File: src/rtl/tetris_pkg.sv
// Shared command encodings, PS/2 scan codes and key FSM states for the Tetris key front end.
package tetris_pkg;

  typedef enum logic [2:0] {
    CMD_NONE      = 3'd0,
    CMD_LEFT      = 3'd1,
    CMD_RIGHT     = 3'd2,
    CMD_SOFT_DOWN = 3'd3,
    CMD_HARD_DROP = 3'd4,
    CMD_ROT_CW    = 3'd5,
    CMD_ROT_CCW   = 3'd6
  } cmd_e;

  localparam logic [7:0] SC_LEFT      = 8'h6B;
  localparam logic [7:0] SC_RIGHT     = 8'h74;
  localparam logic [7:0] SC_SOFT_DOWN = 8'h72;
  localparam logic [7:0] SC_HARD_DROP = 8'h75;
  localparam logic [7:0] SC_ROT_CW    = 8'h22;
  localparam logic [7:0] SC_ROT_CCW   = 8'h1A;

  typedef enum logic [1:0] {
    KS_IDLE   = 2'd0,
    KS_HELD   = 2'd1,
    KS_REPEAT = 2'd2
  } key_state_e;

  localparam int unsigned CNT_W = 10;

  function automatic cmd_e dec_move(input logic [7:0] code);
    case (code)
      SC_LEFT:      dec_move = CMD_LEFT;
      SC_RIGHT:     dec_move = CMD_RIGHT;
      SC_SOFT_DOWN: dec_move = CMD_SOFT_DOWN;
      SC_HARD_DROP: dec_move = CMD_HARD_DROP;
      default:      dec_move = CMD_NONE;
    endcase
  endfunction

  function automatic cmd_e dec_rot(input logic [7:0] code);
    case (code)
      SC_ROT_CW:  dec_rot = CMD_ROT_CW;
      SC_ROT_CCW: dec_rot = CMD_ROT_CCW;
      default:    dec_rot = CMD_NONE;
    endcase
  endfunction

  // Only lateral moves and soft drop auto-repeat.
  function automatic logic is_repeatable(input cmd_e c);
    is_repeatable = (c == CMD_LEFT) || (c == CMD_RIGHT) || (c == CMD_SOFT_DOWN);
  endfunction

endpackage

File: src/rtl/tetris_cmd_fifo.sv
// Command queue: DEPTH entries (power of two) of 3-bit commands, valid/ready read side.
module tetris_cmd_fifo #(
  parameter int unsigned DEPTH = 4
) (
  input  logic       clk,
  input  logic       rst,
  input  logic       wr_en,
  input  logic [2:0] wr_data,
  output logic       full,
  output logic       empty,
  output logic       rd_valid,
  output logic [2:0] rd_data,
  input  logic       rd_ready
);

  localparam int unsigned PTR_W = (DEPTH > 1) ? $clog2(DEPTH) : 1;
  localparam int unsigned CNT_W = $clog2(DEPTH + 1);

  logic [2:0]       mem_q [DEPTH];
  logic [2:0]       mem_d [DEPTH];
  logic [PTR_W-1:0] wr_ptr_q, wr_ptr_d;
  logic [PTR_W-1:0] rd_ptr_q, rd_ptr_d;
  logic [CNT_W-1:0] count_q, count_d;
  logic             do_wr, do_rd;

  assign empty    = (count_q == '0);
  assign full     = (count_q == CNT_W'(DEPTH));
  assign rd_valid = !empty;
  assign rd_data  = mem_q[rd_ptr_q];

  // A write into a full queue is accepted when the head is popped in the same cycle.
  always_comb begin
    mem_d    = mem_q;
    wr_ptr_d = wr_ptr_q;
    rd_ptr_d = rd_ptr_q;
    count_d  = count_q;
    do_rd    = rd_valid && rd_ready;
    do_wr    = wr_en && (!full || do_rd);
    if (do_wr) begin
      mem_d[wr_ptr_q] = wr_data;
      wr_ptr_d        = wr_ptr_q + PTR_W'(1);
    end
    if (do_rd) begin
      rd_ptr_d = rd_ptr_q + PTR_W'(1);
    end
    case ({do_wr, do_rd})
      2'b10:   count_d = count_q + CNT_W'(1);
      2'b01:   count_d = count_q - CNT_W'(1);
      default: count_d = count_q;
    endcase
  end

  always_ff @(posedge clk) begin
    if (rst) begin
      for (int i = 0; i < int'(DEPTH); i++) begin
        mem_q[i] <= '0;
      end
      wr_ptr_q <= '0;
      rd_ptr_q <= '0;
      count_q  <= '0;
    end else begin
      mem_q    <= mem_d;
      wr_ptr_q <= wr_ptr_d;
      rd_ptr_q <= rd_ptr_d;
      count_q  <= count_d;
    end
  end

endmodule

File: src/rtl/tetris_key_cmd.sv
// PS/2 key state to game command translator with queued output.
// TETRIS_KEY_AUTOREPEAT_EN compiles in delayed auto-repeat for the movement key.
module tetris_key_cmd
  import tetris_pkg::*;
#(
  parameter int unsigned DAS_MS     = 170,
  parameter int unsigned ARR_MS     = 50,
  parameter int unsigned FIFO_DEPTH = 4
) (
  input  logic       clk,
  input  logic       rst,
  input  logic       tick_ms,
  input  logic       key1_on,
  input  logic [7:0] key1_code,
  input  logic       key2_on,
  input  logic [7:0] key2_code,
  output logic       cmd_valid,
  output logic [2:0] cmd,
  input  logic       cmd_ready,
  output logic       overflow
);

  logic       k1_on_q, k1_on_d;
  logic [7:0] k1_code_q, k1_code_d;
  logic       k2_on_q, k2_on_d;
  logic [7:0] k2_code_q, k2_code_d;
  key_state_e state_q, state_d;
  logic       pend_vld_q, pend_vld_d;
  cmd_e       pend_cmd_q, pend_cmd_d;
  logic       ovf_q, ovf_d;

  cmd_e       dec1, dec2, k1_cmd;
  logic       press1, press2v, k1_emit, drop2;
  logic       wr_en;
  logic [2:0] wr_data;
  logic       fifo_full, unused_fifo_empty;

`ifdef TETRIS_KEY_AUTOREPEAT_EN
  logic [CNT_W-1:0] cnt_q, cnt_d;
  cmd_e             cmd1_q, cmd1_d;
`else
  localparam int unsigned unused_timing = DAS_MS + ARR_MS;
  logic unused_tick;
  assign unused_tick = tick_ms;
`endif

  always_comb begin
    k1_on_d    = key1_on;
    k1_code_d  = key1_code;
    k2_on_d    = key2_on;
    k2_code_d  = key2_code;
    state_d    = state_q;
    pend_vld_d = pend_vld_q;
    pend_cmd_d = pend_cmd_q;
    ovf_d      = ovf_q;
    k1_emit    = 1'b0;
    k1_cmd     = CMD_NONE;
    drop2      = 1'b0;
    wr_en      = 1'b0;
    wr_data    = CMD_NONE;
`ifdef TETRIS_KEY_AUTOREPEAT_EN
    cnt_d      = cnt_q;
    cmd1_d     = cmd1_q;
`endif
    dec1    = dec_move(key1_code);
    dec2    = dec_rot(key2_code);
    press1  = key1_on && (!k1_on_q || (key1_code != k1_code_q));
    press2v = key2_on && (!k2_on_q || (key2_code != k2_code_q)) && (dec2 != CMD_NONE);

    // Movement key FSM: a press (edge or code change) always restarts from the hold phase.
    if (!key1_on) begin
      state_d = KS_IDLE;
    end else if (press1) begin
      if (dec1 != CMD_NONE) begin
        state_d = KS_HELD;
        k1_emit = 1'b1;
        k1_cmd  = dec1;
`ifdef TETRIS_KEY_AUTOREPEAT_EN
        cnt_d   = '0;
        cmd1_d  = dec1;
`endif
      end else begin
        state_d = KS_IDLE;
      end
    end else begin
`ifdef TETRIS_KEY_AUTOREPEAT_EN
      case (state_q)
        KS_HELD: begin
          if (tick_ms) begin
            if ((cnt_q == CNT_W'(DAS_MS - 1)) && is_repeatable(cmd1_q)) begin
              state_d = KS_REPEAT;
              cnt_d   = '0;
              k1_emit = 1'b1;
              k1_cmd  = cmd1_q;
            end else if (cnt_q != '1) begin
              cnt_d = cnt_q + CNT_W'(1);
            end
          end
        end
        KS_REPEAT: begin
          if (tick_ms) begin
            if (cnt_q == CNT_W'(ARR_MS - 1)) begin
              cnt_d   = '0;
              k1_emit = 1'b1;
              k1_cmd  = cmd1_q;
            end else if (cnt_q != '1) begin
              cnt_d = cnt_q + CNT_W'(1);
            end
          end
        end
        default: state_d = state_q;
      endcase
`endif
    end

    // One FIFO write per cycle: key1 first, then the parked key2 command, then a fresh key2.
    if (k1_emit) begin
      wr_en   = 1'b1;
      wr_data = k1_cmd;
      if (press2v) begin
        if (pend_vld_q) begin
          drop2 = 1'b1;
        end else begin
          pend_vld_d = 1'b1;
          pend_cmd_d = dec2;
        end
      end
    end else if (pend_vld_q) begin
      wr_en   = 1'b1;
      wr_data = pend_cmd_q;
      if (press2v) begin
        pend_cmd_d = dec2;
      end else begin
        pend_vld_d = 1'b0;
      end
    end else if (press2v) begin
      wr_en   = 1'b1;
      wr_data = dec2;
    end

    if (drop2 || (wr_en && fifo_full && !(cmd_valid && cmd_ready))) begin
      ovf_d = 1'b1;
    end
  end

  // Reset reloads key history from the live inputs so a held key is not seen as a new press.
  always_ff @(posedge clk) begin
    if (rst) begin
      k1_on_q    <= key1_on;
      k1_code_q  <= key1_code;
      k2_on_q    <= key2_on;
      k2_code_q  <= key2_code;
      state_q    <= KS_IDLE;
      pend_vld_q <= 1'b0;
      pend_cmd_q <= CMD_NONE;
      ovf_q      <= 1'b0;
`ifdef TETRIS_KEY_AUTOREPEAT_EN
      cnt_q      <= '0;
      cmd1_q     <= CMD_NONE;
`endif
    end else begin
      k1_on_q    <= k1_on_d;
      k1_code_q  <= k1_code_d;
      k2_on_q    <= k2_on_d;
      k2_code_q  <= k2_code_d;
      state_q    <= state_d;
      pend_vld_q <= pend_vld_d;
      pend_cmd_q <= pend_cmd_d;
      ovf_q      <= ovf_d;
`ifdef TETRIS_KEY_AUTOREPEAT_EN
      cnt_q      <= cnt_d;
      cmd1_q     <= cmd1_d;
`endif
    end
  end

  assign overflow = ovf_q;

  tetris_cmd_fifo #(
    .DEPTH(FIFO_DEPTH)
  ) u_fifo (
    .clk      (clk),
    .rst      (rst),
    .wr_en    (wr_en),
    .wr_data  (wr_data),
    .full     (fifo_full),
    .empty    (unused_fifo_empty),
    .rd_valid (cmd_valid),
    .rd_data  (cmd),
    .rd_ready (cmd_ready)
  );

endmodule

File: config.mk
export PLATFORM = sky130hd
export DESIGN_NAME = tetris_key_cmd
export DESIGN_NICKNAME = d
export VERILOG_FILES = /design/src/rtl/tetris_pkg.sv /design/src/rtl/tetris_cmd_fifo.sv /design/src/rtl/tetris_key_cmd.sv
export SDC_FILE = /design/constraint.sdc
export NUM_CORES = 1
export LEC_CHECK = 0
export CORE_MARGIN = 5
export CORE_UTILIZATION = 32
export CTS_CLUSTER_DIAMETER = 200
export DETAILED_ROUTE_END_ITERATION = 7
export SYNTH_ARGS = -nofsm -noshare
export SYNTH_HDL_FRONTEND = slang
export SYNTH_HIERARCHICAL = 1
export SYNTH_SLANG_ARGS = --single-unit
File: constraint.sdc
create_clock -name clk -period 3.7 [get_ports clk]
set_input_delay 0.74 -clock clk [delete_from_list [all_inputs] [get_ports clk]]
set_output_delay 0.74 -clock clk [all_outputs]
set_load 0.01 [all_outputs]
==> impl_metrics.yaml, run 1 <==
global_routing:
  grt_use_total: 0.110
  antenna_found_initial: 0
  grt_first_pass_wirelength_um: 6850
  overflow: 0
  grt_max_degree: 32
  grt_pass1_vias: 1522
timing:
  setup_viol: 0
  period_needed_ps: 3460
  rsz0062_at_grt: "no"
  clock.fmax_mhz: 289
  fin_skew_ps: 7.23
  worst_pin_slew_ps: 942
  finalSetupTns_ps: 0
  slew_headroom: 0.370
  slew_violations: 0
  finalHoldViolCount: 0
  period_share: 0.934
cts:
  root_buffer: "clkbuf_8"
  clk_pin_slew_ps: 80
  cts_setup_buffers: 0
  htreeDepth: 2
  clkSinkCount: 42
  holdBufCountCts: 0
  cts_made_buffers: 5
  tritoncts: "yes"
  clockBufferDepth: 2
  clk_latency_ps: 290
  cts_resized: 0
setup_path:
  ff2ff_setup_slack_ps: 930
  startpoint_type: "input pin"
  reg2reg_to: "u_fifo/count_q[2]$_SDFFE_PP0P_"
  critPathKind: "in -> reg"
  crit_arrival_ps: 3660
  critPathLaunch: "key1_code[3]"
  cp.required_ps: 3900
  cp-end-kind: "register"
  reg2reg_depth: 13
  rr_startpoint: "k1_code_q[2]$_DFF_P_"
  cp_max_fo: 4
yosys:
  synth_edf_count: 0
  syn_nets: 230
  async_flop_share: 0
  ys_warn_count: 6
  postSynthCellCount: 202
  avgSynthCellArea_um2: 10.0
  synth_area_um2: 2030
  ys_seq_elements: 42
  yosysSeqAreaShare: 0.415
  ys.flop_type: "dfxtp_1"
  ys_types: 45
finish:
  nets: 277
  mostFrequentLayoutCell: "dfxtp_1"
  multiInputGateArea_um2: 1130
  drive_gt1_frac: 0.168
  antenna_cells: 0
  fillers: 635
  syn_to_final_growth_pct: 28.1
  ff_latch_area_um2: 841
  final_cell_mix: "dfxtp_1, clkdlybuf4s50_1, buf_4"
die:
  die_area_um2: 8030
  core-area_um2: 6240
  die_y_um: 89.6
  start_util: 0.325
  die_w_um: 89.6
  ios: 27
  rows: 29
power_and_ir_drop:
  ir_drop_v: 0.000164
  leakage_nw: 1.02
  cellPowerDensity_nw_per_um2: 328
  finalPower_w: 0.000852
place:
  port_buffers: 25
  dp_hpwl_um: 2960
  gp_congestion: 0.767
routing:
  vias: 1532
  viasPerCell: 4.69
  post-route-drc-count: 0
  avgRoutedWirePerCell_um: 11.8
  wl_um: 3850
  ant_nets: 0
  drt_iter0_drc: 108
  dr.pass1.iters: 4
worst_hold_path:
  hold_end: "pend_cmd_q[1]$_SDFFE_PP0P_"
  hp-class: "reg -> reg"
  holdPathStages: 2
  hp-start: "pend_cmd_q[1]$_SDFFE_PP0P_"
run_status:
  outcome: "complete, no violations"
flow_run:
  drv_cap: 0
critical path: stages:
cell and delay, ps:
clkdlybuf4s50_1 430, buf_4 160, and3b_1 160, o211a_1 220
nor2_1 140, nor3_2 70, or3_1 350, and2_4 160
inv_1 50, ha_1 160, inv_1 60, fa_1 370
xor2_1 160, or3_1 300, a21oi_1 140
stage by stage:
stage          cell area (um2)  utilization  instances  hold WS [ps]  worst slack (ps)
2_1_floorplan             2030            -        202           443               374
3_3_place_gp              2500        0.401        319           456              -107
3_5_place_dp              2500        0.401        319           462              -140
4_1_cts                   2590        0.415        327           474               144
5_1_grt                   2600        0.416        327           495              20.5
6_report                  2600        0.416        327           472               244
cell type report:
| cell class | count | share of cell area |
|---|---|---|
| Sequential cell | 42 | 0.324 |
| Inverter | 12 | 0.0173 |
| Timing Repair Buffer | 44 | 0.151 |
| Clock inverter | 1 | 0.00193 |
| Tap cell | 77 | 0.0371 |
| Multi-Input combinational cell | 144 | 0.435 |
| Clock buffer | 7 | 0.0333 |
per-layer routing:
| metal | track usage | part of all wire | routed length [um] | vias to the layer above |
|---|---|---|---|---|
| met2 | 0.165 | 0.45 | 1730 | 21 |
| li1 | - | - | - | 802 |
| met3 | 0.0310 | 0.036 | 139 | 7 |
| met5 | 0 | 0 | 0 | - |
| met4 | 0.0528 | 0.024 | 91 | 0 |
| met1 | 0.145 | 0.49 | 1890 | 702 |
cells in the mapped netlist (2+ instances only):
cell | instances | share of area
nor2_1 | 13 | 0.024
a211oi_1 | 2 | 0.0074
nor3_2 | 2 | 0.0099
nand2_1 | 6 | 0.011
mux2i_1 | 13 | 0.064
xor2_1 | 4 | 0.017
o41ai_1 | 2 | 0.0086
and3_1 | 2 | 0.0062
nor4b_2 | 3 | 0.022
nor3_1 | 3 | 0.0074
clkbuf_1 | 3 | 0.0056
xnor2_1 | 16 | 0.069
nand4_1 | 4 | 0.012
nor2b_1 | 2 | 0.0062
o21ai_1 | 3 | 0.0074
mux4_2 | 3 | 0.033
o21ai_0 | 5 | 0.012
inv_1 | 12 | 0.022
or3_1 | 3 | 0.0093
nand2b_1 | 16 | 0.049
nand3_1 | 9 | 0.022
ha_1 | 5 | 0.031
a21oi_1 | 7 | 0.017
and3b_1 | 2 | 0.0086
dfxtp_1 | 42 | 0.41
how the worst max path moves through the flow:
stage | endpoint | slack, ps | cells past startpoint
6_report | u_fifo/count_q[2]$_SDFFE_PP0P_ | 240 | 15
5_1_grt | u_fifo/count_q[2]$_SDFFE_PP0P_ | 20 | 14
4_1_cts | u_fifo/count_q[2]$_SDFFE_PP0P_ | 140 | 14
3_5_place_dp | u_fifo/count_q[2]$_SDFFE_PP0P_ | -140 | 14
3_3_place_gp | u_fifo/count_q[2]$_SDFFE_PP0P_ | -110 | 14
2_1_floorplan | u_fifo/count_q[2]$_SDFFE_PP0P_ | 370 | 13
registers in the layout (all words and copies together), names as in the netlist:
register	count
u_fifo/mem_q	12
k1_code_q	8
k2_code_q	8
pend_cmd_q	3
u_fifo/count_q	3
u_fifo/rd_ptr_q	2
u_fifo/wr_ptr_q	2
k1_on_q	1
k2_on_q	1
overflow	1
pend_vld_q	1
report_power, final:
| group | internal (W) | total [W] | leakage [nW] | switching (W) |
|---|---|---|---|---|
| logic | 0.0000495 | 0.0000830 | 0.626 | 0.0000335 |
| registers | 0.000463 | 0.000468 | 0.345 | 0.00000511 |
| clock network | 0.000151 | 0.000301 | 0.0482 | 0.000151 |
logic make-up (layout without fill, tap and decap cells):
group / Yosys count / count (layout) / synth area share
AOI/OAI and AO/OA: 29 / 29 / 0.105
xor gates and xnor gates: 20 / 20 / 0.0864
adders and majority gates: 6 / 6 / 0.0407
buffers and inverters: 16 / 64 / 0.0302
DFF: 42 / 42 / 0.415
muxes: 16 / 16 / 0.0975
and+or+nand+nor: 73 / 73 / 0.225
No activity file was read; power rests on OpenSTA's default activity.
==> run 2, diff against run 1 <==
clock period = 3.3 ns   (was 3.7 ns; I/O delays follow)
==> impl_metrics.yaml, run 2 (synthesis gave the netlist of run 1 again) <==
timing:
  fin_skew_ps: 4.73
  slew_violations: 0
  period_needed_ps: 3150
  setup_viol: 0
  period_share: 0.954
  finalSetupTns_ps: 0
  slew_headroom: 0.551
  clock.fmax_mhz: 318
  worst_pin_slew_ps: 671
  rsz0062_at_grt: "no"
  holdWs_ps: 470
  finalHoldViolCount: 0
  setup_ws_ps: 151
finish:
  largest_register: "u_fifo/mem_q"
  nets: 287
  final_area_um2: 2720
  mostFrequentLayoutCell: "dfxtp_1"
  final_cell_mix: "dfxtp_1, buf_4, xnor2_1, nand2b_1, mux2i_1"
  syn_to_final_growth_pct: 34.0
  drive_gt1_frac: 0.223
  largest_reg_flops: 12
  antenna_cells: 0
  top_regs: "u_fifo/mem_q: 12 flops, k1_code_q: 8 flops, k2_code_q: 8 flops"
power_and_ir_drop:
  ir_drop_v: 0.000245
  finalPower_w: 0.000956
  leakage_nw: 1.18
  cellPowerDensity_nw_per_um2: 352
setup_path:
  cp_top_family: "simple AND/OR/NAND/NOR gates"
  ff2ff_setup_slack_ps: 530
  startpoint_type: "input pin"
  reg2reg_to: "u_fifo/count_q[2]$_SDFFE_PP0P_"
  rr_startpoint: "k1_code_q[2]$_DFF_P_"
  reg2reg_depth: 13
  cp.required_ps: 3510
  critical-path-max-stage-delay_ps: 380
  critPathLaunch: "key1_code[0]"
  crit_buf_inv: 4
  cp_max_fo: 3
  cp-end-kind: "register"
  crit_slowest_cell: "or3_1"
  critPathKind: "in -> reg"
  crit_arrival_ps: 3360
  path_cells: "dlygate4sd2_1 -> buf_4 -> and3b_1 -> o211a_1 -> nor2_2 -> nor3_2 -> or3_4 -> and2_4 -> inv_1 -> ha_2 -> inv_1 -> fa_2 -> xor2_1 -> or3_1 -> a21oi_2"
  crit_top_cell: "inv_1"
cts:
  clk_pin_slew_ps: 70
  root_buffer: "clkbuf_8"
  clockBufferDepth: 2
  cts_made_buffers: 5
  clk_latency_ps: 290
  tritoncts: "yes"
  clkSinkCount: 42
  htreeDepth: 2
place:
  placed_cell_area_um2: 2550
  dpl_worst_slack_ps: -397
  gp_congestion: 0.754
  dp_hpwl_um: 3140
  port_buffers: 25
worst_hold_path:
  hp-class: "reg -> reg"
  hp-start: "pend_cmd_q[0]$_SDFFE_PP0P_"
  hold_end: "pend_cmd_q[0]$_SDFFE_PP0P_"
  holdPathStages: 2
die:
  ios: 27
  rows: 29
  die_y_um: 89.6
  start_util: 0.325
  die_area_um2: 8030
  die_w_um: 89.6
  core-area_um2: 6240
routing:
  post-route-drc-count: 0
  wl_um: 4130
  viasPerCell: 4.79
  vias: 1613
  avgRoutedWirePerCell_um: 12.3
  dr.pass1.iters: 4
  ant_nets: 0
  drt_iter0_drc: 50
global_routing:
  antenna_found_initial: 0
  grt_use_total: 0.118
  grt_max_degree: 21
  overflow: 0
  grt_pass1_vias: 1668
  grt_first_pass_wirelength_um: 7360
run_status:
  outcome: "complete, no violations"
flow_run:
  drv_cap: 0
[run 2: cell types whose count changed in the layout (fill, tap and decap cells not counted), moves of 4 or more]
cell             before  now
buf_4                19   29
dlymetal6s2s_1        0   12
dlygate4sd2_1         0    4
clkdlybuf4s50_1      25    9
[run 2: layout make-up]
type | count | area (um2)
repair buffers | 54 | 493
inverters | 12 | 45.0
fillers | 624 | 3520
clock inverters | 1 | 5.00
clock buffers | 7 | 86.3
well taps | 77 | 96.3
multi-input cells | 144 | 1150
flip-flops and latches | 42 | 841
[run 2: routing by layer]
| metal | global-route usage | vias to the layer above | part of all wire |
|---|---|---|---|
| met5 | 0 | - | 0 |
| met4 | 0.0447 | 0 | 0.019 |
| met3 | 0.0301 | 5 | 0.045 |
| met2 | 0.191 | 21 | 0.47 |
| met1 | 0.152 | 763 | 0.46 |
| li1 | - | 824 | - |
[run 2: how the worst max path moves through the flow]
stage	endpoint	slack [ps]	depth (start not counted)
finish	u_fifo/count_q[2]$_SDFFE_PP0P_	150	15
global route	u_fifo/count_q[2]$_SDFFE_PP0P_	30	15
CTS	u_fifo/count_q[2]$_SDFFE_PP0P_	40	14
detailed placement	u_fifo/count_q[2]$_SDFFE_PP0P_	-400	14
global placement	u_fifo/count_q[2]$_SDFFE_PP0P_	-400	14
floorplan	u_fifo/count_q[2]$_SDFFE_PP0P_	50	13
[run 2: where the power goes]
part,switching [W],total (W),internal (W)
Sequential,0.00000589,0.000525,0.000519
Clock,0.000167,0.000335,0.000169
Combinational,0.0000397,0.0000952,0.0000555
Total,0.000212,0.000956,0.000743
[run 2: worst min-delay path, cell delays in order (launching register included)]
cell     delay [ps]
dfxtp_1         310
inv_1            50
o41ai_1          60
[run 2: timing repair]
action,in CTS,in global routing
gates resized for setup,10,13
setup buffers,0,3
setup endpoints to repair,1,1
hold buffers,0,0
pin swaps,4,14
[run 2: stage by stage]
step	instances	util
after floorplan	202	-
after global placement	326	0.409
after detailed placement	326	0.409
after CTS	334	0.426
after global routing	337	0.435
final	337	0.435
==> run 3, diff against run 2 <==
CORE_MARGIN = 1   (was 5)
==> impl_metrics.yaml, run 3 (synthesis gave the netlist of run 1 again) <==
power_and_ir_drop:
  leakage_nw: 1.15
  p_int_w: 0.000714
  p_switching_w: 0.000217
  ir_drop_v: 0.000129
  combPwrFrac: 0.100
  cellPowerDensity_nw_per_um2: 347
  pwr-share-clk: 0.336
  swShare: 0.233
  seqPwrFrac: 0.563
timing:
  period_needed_ps: 3090
  slew_headroom: 0.595
  finalHoldViolCount: 0
  fin_skew_ps: 6.80
  rsz0062_at_grt: "no"
  holdWs_ps: 471
  setup_ws_ps: 205
  clock.fmax_mhz: 323
  worst_pin_slew_ps: 606
  slew_violations: 0
  setup_viol: 0
  period_share: 0.938
  finalSetupTns_ps: 0
routing:
  vias: 1582
  avgRoutedWirePerCell_um: 12.4
  post-route-drc-count: 0
  dr.pass1.iters: 4
  drt_iter0_drc: 42
  viasPerCell: 4.72
  ant_nets: 0
  wl_um: 4150
run_status:
  outcome: "complete, no violations"
global_routing:
  antenna_found_initial: 0
  grt_first_pass_wirelength_um: 6920
  grt_max_degree: 17
  overflow: 0
  grt_pass1_vias: 1532
  grt_use_total: 0.140
setup_path:
  critPathKind: "in -> reg"
  startpoint_type: "input pin"
  cp_max_fo: 4
  cp-end-kind: "register"
  cp.required_ps: 3520
  crit_arrival_ps: 3310
finish:
  drive_gt1_frac: 0.223
  multiInputGateArea_um2: 1150
  largest_reg_flops: 12
  final_cell_mix: "dfxtp_1, buf_4, xnor2_1, nand2b_1"
  largest_register: "u_fifo/mem_q"
  antenna_cells: 0
  fillers: 605
  mostFrequentLayoutCell: "dfxtp_1"
  syn_to_final_growth_pct: 32.5
  nets: 288
  ff_latch_area_um2: 841
  top_regs: "u_fifo/mem_q: 12 flops, k1_code_q: 8 flops, k2_code_q: 8 flops"
cts:
  cts_made_buffers: 5
  clk_pin_slew_ps: 70
  root_buffer: "clkbuf_8"
  clk_latency_ps: 290
  holdBufCountCts: 0
  htreeDepth: 2
  clockBufferDepth: 2
  tritoncts: "yes"
  clkSinkCount: 42
die:
  start_util: 0.336
  die_area_um2: 6660
  die_y_um: 81.6
  die_w_um: 81.6
  core-area_um2: 6030
  rows: 28
  ios: 27
flow_run:
  drv_cap: 0
place:
  port_buffers: 25
  dp_hpwl_um: 3080
  dpl_worst_slack_ps: -427
  gp_congestion: 0.801
worst_hold_path:
  hp-class: "reg -> reg"
==> run 3: power groups by stage <==
stage	Sequential, W	Combinational, W	Clock (W)
3_3_place_gp	0.000537	0.0000960	0
2_1_floorplan	0.000536	0.0000402	0
6_report	0.000525	0.0000935	0.000313
4_1_cts	0.000525	0.0000950	0.000326
3_5_place_dp	0.000537	0.0000970	0
5_1_grt	0.000527	0.000102	0.000346
==> run 3: timing repair <==
action / 4_1_cts / 5_1_grt
buffers inserted: 3 / 2
pin swaps: 4 / 7
setup endpoints to repair: 1 / 1
resized for setup: 14 / 8
==> run 3: critical path, stage by stage <==
cell and delay [ps]:
dlygate4sd2_1 280, xnor2_1 180, nand4_1 150, nor3_2 250, nor2_2 70, or3_4 370
and2_4 150, inv_1 50, ha_2 180, inv_1 60, fa_2 340, xor2_1 150
or3_1 300, a21oi_1 130
==> run 3: final cells by class <==
type	count	area share
well taps	75	0.0349
repair buffers	55	0.179
clock buffers	5	0.0256
clock inverters	2	0.00373
multi-input cells	144	0.427
inverters	12	0.0168
flip-flops and latches	42	0.313
==> run 3: metal layers <==
| metal | part of all wire | vias up | GRT usage |
|---|---|---|---|
| li1 | - | 828 | - |
| met1 | 0.50 | 727 | 0.180 |
| met2 | 0.44 | 21 | 0.222 |
| met3 | 0.035 | 6 | 0.0367 |
| met4 | 0.017 | 0 | 0.0579 |
| met5 | 0 | - | 0 |
==> run 3: through the flow <==
stage / cell area, um2 / std cells / util / total power (W)
after global placement: 2540 / 323 / 0.422 / 0.000633
after global routing: 2690 / 335 / 0.446 / 0.000975
final: 2690 / 335 / 0.446 / 0.000932
after CTS: 2650 / 333 / 0.440 / 0.000946
after floorplan: 2030 / 202 / - / 0.000576
after detailed placement: 2540 / 323 / 0.422 / 0.000634
==> run 3: worst paths after layout <==
| path | cells after the start | to | slack [ps] | start |
|---|---|---|---|---|
| setup / recovery | 14 | u_fifo/count_q[2]$_SDFFE_PP0P_ | 210 | key2_code[7] |
| hold / removal | 2 | pend_cmd_q[0]$_SDFFE_PP0P_ | 470 | pend_cmd_q[0]$_SDFFE_PP0P_ |
| hold reg to reg | 2 | pend_cmd_q[0]$_SDFFE_PP0P_ | 470 | pend_cmd_q[0]$_SDFFE_PP0P_ |
| setup reg to reg | 13 | u_fifo/count_q[2]$_SDFFE_PP0P_ | 570 | k2_code_q[1]$_DFF_P_ |
